[config.mk]
export PLATFORM = sky130hd
export DESIGN_NAME = requantize_pipeline
export DESIGN_NICKNAME = d
export VERILOG_FILES = /design/src/rtl/requantize_pipeline.sv
export SDC_FILE = /design/constraint.sdc
export NUM_CORES = 2
export LEC_CHECK = 0
export BUFFER_PORTS_ARGS = -buffer_cell sky130_fd_sc_hd__clkbuf_2
export CAP_MARGIN = 20
export CELL_PAD_IN_SITES_DETAIL_PLACEMENT = 1
export CELL_PAD_IN_SITES_GLOBAL_PLACEMENT = 1
export CORE_UTILIZATION = 55
export CTS_CLUSTER_SIZE = 10
export DETAILED_ROUTE_END_ITERATION = 12
export PLACE_DENSITY_LB_ADDON = 0.1
export SLEW_MARGIN = 20
export SYNTH_ARGS = -nofsm -noshare
export SYNTH_HDL_FRONTEND = slang
export SYNTH_SLANG_ARGS = --single-unit
[constraint.sdc]
create_clock -name clk -period 33.4 [get_ports clk]
set_input_delay 5.01 -clock clk [delete_from_list [all_inputs] [get_ports clk]]
set_output_delay 5.01 -clock clk [all_outputs]
set_load 0.005 [all_outputs]
[src/rtl/requantize_pipeline.sv]
// rtl/requantize_pipeline.sv - scale ROM consumer and 3-stage int32 -> int8 requantizer
module requantize_pipeline #(
   parameter int NUM_LAYERS  = 6,
   parameter int MULT_WIDTH  = 32,
   parameter int SHIFT_WIDTH = 6,
   parameter int ACC_WIDTH   = 32,
   parameter int LIDX_W      = $clog2(NUM_LAYERS)
) (
   input  logic                   clk,
   input  logic                   reset,
   input  logic                   layer_start,
   input  logic [LIDX_W-1:0]      layer_idx_in,
   output logic                   rom_valid,
   output logic [LIDX_W-1:0]      rom_layer_idx,
   input  logic [MULT_WIDTH-1:0]  rom_mult,
   input  logic [SHIFT_WIDTH-1:0] rom_shift,
   input  logic [7:0]             out_zero_point,
   input  logic [7:0]             act_min,
   input  logic [7:0]             act_max,
   input  logic                   acc_valid,
   input  logic [ACC_WIDTH-1:0]   acc_in,
   output logic                   in_ready,
   output logic                   out_valid,
   output logic [7:0]             out_data,
   output logic                   params_ready,
   output logic                   err_bad_layer
);
   localparam logic signed [63:0] I32_MAX   = 64'sh0000_0000_7FFF_FFFF;
   localparam logic signed [63:0] I32_MIN   = 64'shFFFF_FFFF_8000_0000;
   localparam logic signed [63:0] NUDGE_POS = 64'sh0000_0000_4000_0000;
   localparam logic signed [63:0] NUDGE_NEG = 64'shFFFF_FFFF_C000_0001;

   typedef enum logic [2:0] {S_IDLE, S_DRAIN, S_REQ, S_CAPTURE, S_RUN} state_t;

   state_t                   state_q, state_d;
   logic [LIDX_W-1:0]        pend_idx_q, pend_idx_d;
   logic [MULT_WIDTH-1:0]    mult_reg_q, mult_reg_d;
   logic [SHIFT_WIDTH-1:0]   shift_reg_q, shift_reg_d;
   logic                     rom_valid_q, rom_valid_d;
   logic [LIDX_W-1:0]        rom_layer_idx_q, rom_layer_idx_d;
   logic                     in_ready_q, in_ready_d;
   logic                     params_ready_q, params_ready_d;
   logic                     err_bad_layer_q, err_bad_layer_d;
   logic                     v1_q, v1_d, v2_q, v2_d, out_valid_q, out_valid_d;
   logic [31:0]              x1_q, x1_d, h2_q, h2_d;
   logic [SHIFT_WIDTH-1:0]   r1_q, r1_d, r2_q, r2_d;
   logic [7:0]               out_data_q, out_data_d;

   logic                     accept, layer_ok, pipe_busy;
   logic [SHIFT_WIDTH-1:0]   l_amt;
   logic signed [63:0]       acc_w, acc_sh, x_w, m_w, ab, sum;
   logic signed [63:0]       h_w, rnd, v, zp_w, min_w, max_w;
   logic [63:0]              mask, rem, thr;

   assign accept    = acc_valid && in_ready_q;
   assign layer_ok  = (32'(layer_idx_in) < NUM_LAYERS);
   assign pipe_busy = v1_q || v2_q || out_valid_q;

   always_comb begin
      state_d         = state_q;
      pend_idx_d      = pend_idx_q;
      mult_reg_d      = mult_reg_q;
      shift_reg_d     = shift_reg_q;
      err_bad_layer_d = 1'b0;
      case (state_q)
         S_IDLE, S_RUN: begin
            if (layer_start) begin
               if (!layer_ok) begin
                  err_bad_layer_d = 1'b1;
               end else begin
                  pend_idx_d = layer_idx_in;
                  // an element accepted this very cycle still counts as in flight
                  state_d    = (pipe_busy || accept) ? S_DRAIN : S_REQ;
               end
            end
         end
         S_DRAIN:   if (!pipe_busy) state_d = S_REQ;
         S_REQ:     state_d = S_CAPTURE;
         S_CAPTURE: begin
            mult_reg_d  = rom_mult;
            shift_reg_d = rom_shift;
            state_d     = S_RUN;
         end
         default:   state_d = S_IDLE;
      endcase
      rom_valid_d     = (state_d == S_REQ);
      rom_layer_idx_d = (state_d == S_REQ) ? pend_idx_d : '0;
      in_ready_d      = (state_d == S_RUN);
      params_ready_d  = (state_d == S_RUN);
   end

   always_comb begin
      l_amt = shift_reg_q[SHIFT_WIDTH-1] ? '0 : shift_reg_q;
      r1_d  = shift_reg_q[SHIFT_WIDTH-1] ? SHIFT_WIDTH'(-shift_reg_q) : '0;
      acc_w  = {{(64-ACC_WIDTH){acc_in[ACC_WIDTH-1]}}, acc_in};
      acc_sh = acc_w <<< l_amt;
      if (acc_sh > I32_MAX)      x1_d = 32'h7FFF_FFFF;
      else if (acc_sh < I32_MIN) x1_d = 32'h8000_0000;
      else                       x1_d = acc_sh[31:0];

      // rounding doubling high multiply; divide by 2^31 truncates toward zero
      x_w = {{32{x1_q[31]}}, x1_q};
      m_w = {{(64-MULT_WIDTH){mult_reg_q[MULT_WIDTH-1]}}, mult_reg_q};
      ab  = x_w * m_w;
      sum = ab + (ab[63] ? NUDGE_NEG : NUDGE_POS);
      if (x1_q == 32'h8000_0000 && mult_reg_q == {1'b1, {(MULT_WIDTH-1){1'b0}}})
         h2_d = 32'h7FFF_FFFF;
      else
         h2_d = sum[62:31] + {31'd0, (sum[63] && (sum[30:0] != 31'd0))};
      r2_d = r1_q;

      h_w   = {{32{h2_q[31]}}, h2_q};
      mask  = (64'd1 << r2_q) - 64'd1;
      rem   = h_w & mask;
      thr   = (mask >> 1) + {63'd0, h2_q[31]};
      rnd   = (h_w >>> r2_q) + ((rem > thr) ? 64'sd1 : 64'sd0);
      zp_w  = {{56{out_zero_point[7]}}, out_zero_point};
      min_w = {{56{act_min[7]}}, act_min};
      max_w = {{56{act_max[7]}}, act_max};
      v     = rnd + zp_w;
      if (v < min_w)      out_data_d = act_min;
      else if (v > max_w) out_data_d = act_max;
      else                out_data_d = v[7:0];

      v1_d        = accept;
      v2_d        = v1_q;
      out_valid_d = v2_q;
   end

   always_ff @(posedge clk) begin
      if (reset) begin
         state_q         <= S_IDLE;
         pend_idx_q      <= '0;
         mult_reg_q      <= '0;
         shift_reg_q     <= '0;
         rom_valid_q     <= 1'b0;
         rom_layer_idx_q <= '0;
         in_ready_q      <= 1'b0;
         params_ready_q  <= 1'b0;
         err_bad_layer_q <= 1'b0;
         v1_q            <= 1'b0;
         v2_q            <= 1'b0;
         out_valid_q     <= 1'b0;
         x1_q            <= '0;
         h2_q            <= '0;
         r1_q            <= '0;
         r2_q            <= '0;
         out_data_q      <= '0;
      end else begin
         state_q         <= state_d;
         pend_idx_q      <= pend_idx_d;
         mult_reg_q      <= mult_reg_d;
         shift_reg_q     <= shift_reg_d;
         rom_valid_q     <= rom_valid_d;
         rom_layer_idx_q <= rom_layer_idx_d;
         in_ready_q      <= in_ready_d;
         params_ready_q  <= params_ready_d;
         err_bad_layer_q <= err_bad_layer_d;
         v1_q            <= v1_d;
         v2_q            <= v2_d;
         out_valid_q     <= out_valid_d;
         x1_q            <= x1_d;
         h2_q            <= h2_d;
         r1_q            <= r1_d;
         r2_q            <= r2_d;
         out_data_q      <= out_data_d;
      end
   end

   assign rom_valid     = rom_valid_q;
   assign rom_layer_idx = rom_layer_idx_q;
   assign in_ready      = in_ready_q;
   assign params_ready  = params_ready_q;
   assign err_bad_layer = err_bad_layer_q;
   assign out_valid     = out_valid_q;
   assign out_data      = out_data_q;
endmodule

-- Word-level counts from Yosys, hierarchy flattened
Cells that the tools add are included.
- bitwise gates (word level): 5
- $add $sub $neg: 7
- $mul: 1
- reduce and logical (&&, ||, !) cells: 14
- shift-type cells: 3
- muxes and demuxes: 17
- eq/ne operators: 8
- $lt $le $gt $ge: 6
- operators by type and width (operator ; number):
    adder 63 x 1 -> 64 bit ; 1
    adder 64 x 2 -> 64 bit ; 1
    adder 64 bit ; 1
    adder 64 x 8 -> 64 bit ; 1
    bitwise AND 64 bit ; 1
    equality test 32 bit (second input constant) ; 2
    > comparator 64 x 32 -> 1 bit (second input constant) ; 1
    > comparator 64 bit ; 1
    > comparator 64 x 8 -> 1 bit ; 1
    less-than comparator 64 x 32 -> 1 bit (second input constant) ; 1
    less-than comparator 64 x 8 -> 1 bit ; 1
    multiplier 32 x 32 -> 64 bit ; 1
    2-to-1 mux 64 bit ; 1
    << shifter 1 x 6 -> 64 bit (first input constant) ; 1
    <<< shifter 32 x 5 -> 64 bit ; 1
    >>> shifter 32 x 6 -> 64 bit ; 1
    subtractor 64 x 1 -> 64 bit (second input constant) ; 1
    2-to-1 mux 31 bit ; 2
    adder 32 x 1 -> 32 bit ; 1
    2-to-1 mux 32 bit ; 1
    nonzero test 31 bit ; 1
    2-to-1 mux 3 bit ; 6
    2-to-1 mux 8 bit ; 2
    case mux 3 bit (4 select lines) ; 1
    14 further kinds ; 29
- output and inout bits: 16
- input port bits: 101
- register bits: 137

-- Depth between registers and ports, before layout
- depth in word-level cells: 10
- mapped depth: 68
- gate-level depth less buffers: 65

-- Worst setup path before layout
No wires, ideal clock.
- path type: reg2reg
- start point: reg mult_reg_q[2]
- end point: reg h2_q[30]
- arrival: 13.733 ns
- setup time: 0.103 ns
- required time: 33.297 ns
- period minus slack after synthesis: 13.837 ns
- path buffers: 3
- stages on the path, launching flop included: 56
- setup slack: 19.563 ns
- cells stage by stage: dfxtp_1 -> clkbuf_1 -> clkbuf_1 -> nand2_1 -> fa_1 -> fa_1 -> fa_1 -> inv_1 -> fa_1 -> inv_1 -> fa_1 -> inv_1 -> fa_1 -> fa_1 -> inv_1 -> fa_1 -> inv_1 -> ha_1 -> (+20 left out) -> and3_1 -> and4_1 -> a31oi_2 -> o21ai_1 -> a221o_1 -> a21o_1 -> a21oi_1 -> o21ai_0 -> a21oi_1 -> a31oi_1 -> ha_1 -> ha_1 -> o21ai_0 -> nor4_4 -> nand3_2 -> nor4_4 -> nor3_1 -> a2111oi_2
- cells in the longest elaborated chain, start to end: 7
- ends and longest elaborated chain (item ; line ; source):
    start, declared ; 37 ; logic [MULT_WIDTH-1:0] mult_reg_q, mult_reg_d;
    start signal, assigned ; 152 ; mult_reg_q <= mult_reg_d;
    multiplier 32 x 32 -> 64 bit ; 104 ; ab = x_w * m_w;
    2-to-1 mux 64 bit ; 105 ; sum = ab + (ab[63] ? NUDGE_NEG : NUDGE_POS);
    adder 64 bit ; 105 ;
    nonzero test 31 bit ; 109 ; h2_d = sum[62:31] + {31'd0, (sum[63] && (sum[30:0] != 31'd0))};
    logical AND 1 bit ; 109 ;
    adder 32 x 1 -> 32 bit ; 109 ;
    2-to-1 mux 31 bit * ; 106 ; if (x1_q == 32'h8000_0000 && mult_reg_q == {1'b1, {(MULT_WIDTH-1){1'b0}}})
    end signal, assigned ; 145 ; h2_q <= '0;
    end signal, assigned ; 163 ; h2_q <= h2_d;
    end, declared ; 45 ; logic [31:0] x1_q, x1_d, h2_q, h2_d;
Every way passes the cells marked *; elsewhere a longest branch is shown, timed or not.
A chain may end at the register's enable or synchronous reset.

-- Worst setup path after layout
- start point: reg x1_q[17]
- end point: reg h2_q[28]
- cells in the longest elaborated chain, start to end: 7
- ends and longest elaborated chain (item ; line ; source):
    start, declared ; 45 ;
    start signal, assigned ; 144 ; x1_q <= '0;
    start signal, assigned ; 162 ; x1_q <= x1_d;
    multiplier 32 x 32 -> 64 bit ; 104 ;
    2-to-1 mux 64 bit ; 105 ;
    adder 64 bit ; 105 ;
    nonzero test 31 bit ; 109 ;
    logical AND 1 bit ; 109 ;
    adder 32 x 1 -> 32 bit ; 109 ;
    2-to-1 mux 31 bit * ; 106 ;
Marked as above.

==> metrics.md <==
| Metric | Value |
|---|---|
| Worst reg2reg path startpoint | `x1_q[17]` |
| Vias per inst | `6.07` |
| Post-CTS Setup Inserts | `0` |
| Static leakage | `27.0 nW` |
| Ys flop type | `dfxtp_1` |
| Multiplexer area fraction after synthesis | `3.41%` |
| Number of flops mapped to enable cells by yosys | `0` |
| Dominant cell type by area after synthesis | `fa_1` |
| Most frequent cells in the layout | `inv_1, nand2_1, fa_1` |
| DRC viols | `0` |
| Worst path slowest cell | `fa_1` |
| Layout fillers | `12329` |
| CP startpoint kind | `flop` |
| Cell count of the worst hold path | `1` |
| Nets | `8335` |
| CTS Root Cell | `clkbuf_16` |
| Drt wl/cell | `24.0 um` |
| TritonRoute pass-1 iters | `6` |
| GRT Residual Overflow | `0` |
| Worst vdd ir | `0.0325 mV` |
| Worst Path Arrival | `15.82 ns` |
| Seq/Total Area, Yosys | `4.87%` |
| Post-synth ARST share | `0%` |
| # hold bufs at CTS | `0` |
| Largest stage delay on the critical path | `0.57 ns` |
| CP required | `33.80 ns` |
| CP endpoint kind | `flop` |
| Setup TNS | `0 ns` |
| Cell repeated most along the worst path | `fa_1` |
| Fin cells | `8085` |
| Syn_nets | `8474` |
| Clk pwr share | `15.9%` |
| CTS H-tree lvls | `4` |
| Register share of total power | `16.1%` |
| Synth top area share | `38.5%` |
| Mean Syn Cell Area | `8.24 sq um` |
| Synth top area cells | `fa_1, ha_1, inv_1` |
| Yosys warns | `0` |
| Mapped Area | `56400 sq um` |
| ANT nets after route | `0` |
| Slew Limit Fails | `0` |
| Number of global-route vias before repair | `55012` |
| Reg2Reg Depth | `55` |
| Fmax | `64.8 MHz` |
| First-pass GRT wire length | `306000 um` |
| Post-DP Area | `58000 sq um` |
| Largest family of logic cells by synthesized area | `adder cells` |
| GRT Total Usage | `38.2%` |
| Initial antenna violation count | `7` |
| Worst r2r dst | `h2_q[28]` |
| HP Class | `reg2reg` |
| Setup CP Type | `reg2reg` |
| Die Height | `322 um` |
| Die width | `322 um` |
| I/O pin count | `117` |
| Num rows | `117` |
| Final hold slack | `0.484 ns` |
| Cell area after layout | `58600 sq um` |
| Iteration-0 DRC Markers | `3308` |
| NetSw | `0.000648 W` |
| Hold path start | `v1_q` |
| Synth Area in Adders | `48.4%` |
| Rel. slew slack | `30.5%` |
| Worst skew pair latency | `0.51 ns` |
| Compound-Gate Fraction of Synth Area | `11.5%` |
| Post-CTS resize count | `0` |
| Post-Synth Simple-Gate Area | `18.4%` |
| Layout cells sized above 1 | `5.43%` |
| Worst-Margin Slew | `1.04 ns` |
| CORE AREA | `102000 sq um` |
| CTS Buf Count | `17` |
| Hold EP | `out_valid_d` |
| I/O Buffers | `116` |
| Worst-path clk slew | `0.07 ns` |
| Starting Density | `55.4%` |
| R2R setup slack | `17.98 ns` |
| Final period util | `46.2%` |
| Post-Place Cells | `8052` |
| FF+latch count, synth | `137` |
| Outcome | `finished, final reports clean` |
| Largest net degree at the start of global routing | `66` |
| Tmin final | `15.42 ns` |
| Sw frac | `51.6%` |
| Hpwl dp | `153000 um` |
| Final core occ | `57.6%` |
| Clk buf depth | `2` |
| Comb pwr share | `68.0%` |
| Max_cap viols | `0` |
| Int Pwr | `0.000607 W` |
| Setup Viol. Count Final | `0` |
| Commonest non-fill, non-tap cell in the layout | `inv_1` |
| Final wirelength | `194000 um` |
| DR vias | `49115` |
| Clock sink count | `137` |
| Synth-to-layout area growth | `3.97%` |
| Die ar. | `104000 sq um` |
| RSZ-0062 raised after global routing | `no` |
| Worst Skew | `0.0222 ns` |
| Critical Path Fanout Max | `33` |
| Power per cell area | `21.4 nW/um^2` |
| RePlAce Congestion | `0.926` |
| CTS tree | `yes` |
| Final Hold Fails | `0` |
| Post-synthesis xor/xnor area fraction | `2.61%` |
| Post-Synthesis Cells | `6842` |
| Cell variety after synth | `106` |
## cell usage after synthesis (43+ instances only)
cell and number:
a21o_1 87, a21oi_1 369, a31oi_1 43, and2_1 274
clkbuf_1 346, dfxtp_1 137, fa_1 1085, ha_1 446
inv_1 1218, mux2i_1 145, nand2_1 1102, nand2b_1 88
nand3_1 76, nand4_1 69, nor2_1 262, nor2b_1 78
nor3_1 81, o21ai_0 208, xnor2_1 118, xor2_1 45
## worst max-delay path by stage
stage,cells past startpoint,startpoint,slack [ns],to
2_1_floorplan,55,mult_reg_q[2],19.56,h2_q[30]
3_3_place_gp,55,mult_reg_q[1],18.48,h2_q[30]
3_5_place_dp,55,x1_q[31],18.16,h2_q[30]
4_1_cts,55,x1_q[19],18.09,h2_q[30]
5_1_grt,55,x1_q[19],16.98,h2_q[30]
6_report,55,x1_q[17],17.98,h2_q[28]
## stage by stage
| step | total power (W) | setup WS (ns) |
|---|---|---|
| 4_1_cts | 0.00125 | 18.09 |
| 3_5_place_dp | 0.00105 | 18.16 |
| 6_report | 0.00125 | 17.98 |
| 3_3_place_gp | 0.00101 | 18.48 |
| 5_1_grt | 0.00136 | 16.98 |
| 2_1_floorplan | 0.000793 | 19.56 |
## cells by family after synthesis
logic type	after synthesis
other	2
XOR/XNOR	165
multiplexers	174
buffers and inverters	1599
AND/OR/NAND/NOR	2202
AO/OA/AOI/OAI	1032
adder cells (fa/ha/maj)	1531
flip-flops	137
## flip-flops by register name (all words and copies together) (netlist names), 6 cells and up
| signal | count |
|---|---|
| h2_q | 32 |
| mult_reg_q | 32 |
| x1_q | 32 |
| out_data | 8 |
| r1_q | 6 |
| r2_q | 6 |
| shift_reg_q | 6 |
## power groups by stage
stage                     Sequential [W]  Clock [W]  Combinational (W)
after floorplan                 0.000197          0           0.000596
after global placement          0.000205          0           0.000805
after detailed placement        0.000205          0           0.000843
after CTS                       0.000201   0.000202           0.000848
after global routing            0.000203   0.000208           0.000948
final                           0.000202   0.000200           0.000853
## critical path, delay by kind of cell, from the launching register on
family,cells,cell delay (ns)
compound gates,24,5.46
xor+xnor,1,0.14
fa+ha+maj,12,5.14
buf+inv,8,1.39
flops,1,0.31
simple gates,10,2.76
## per-layer routing
| layer | track usage [%] | vias to the layer above | wire length [um] | part of all wire (%) |
|---|---|---|---|---|
| li1 | - | 21327 | - | - |
| met3 | 6.78 | 540 | 14100 | 7.2 |
| met4 | 17.9 | 6 | 9570 | 4.9 |
| met5 | 0 | - | 31 | 0.016 |
| met1 | 47.0 | 25280 | 75900 | 39 |
| met2 | 65.1 | 1962 | 94600 | 49 |
## cell type report
cell class                 instances  area, sq um  area share [%]
multi-input combinational       5106        47600            81.2
inverter                        1220         4580            7.82
sequential                       137         2750            4.70
tap                             1368         1710            2.92
timing repair buffer             221         1370            2.34
clock buffer                      18          439           0.750
clock inverter                    14          133           0.226
antenna                            1         2.50         0.00427
No activity file was read; power rests on OpenSTA's default activity.
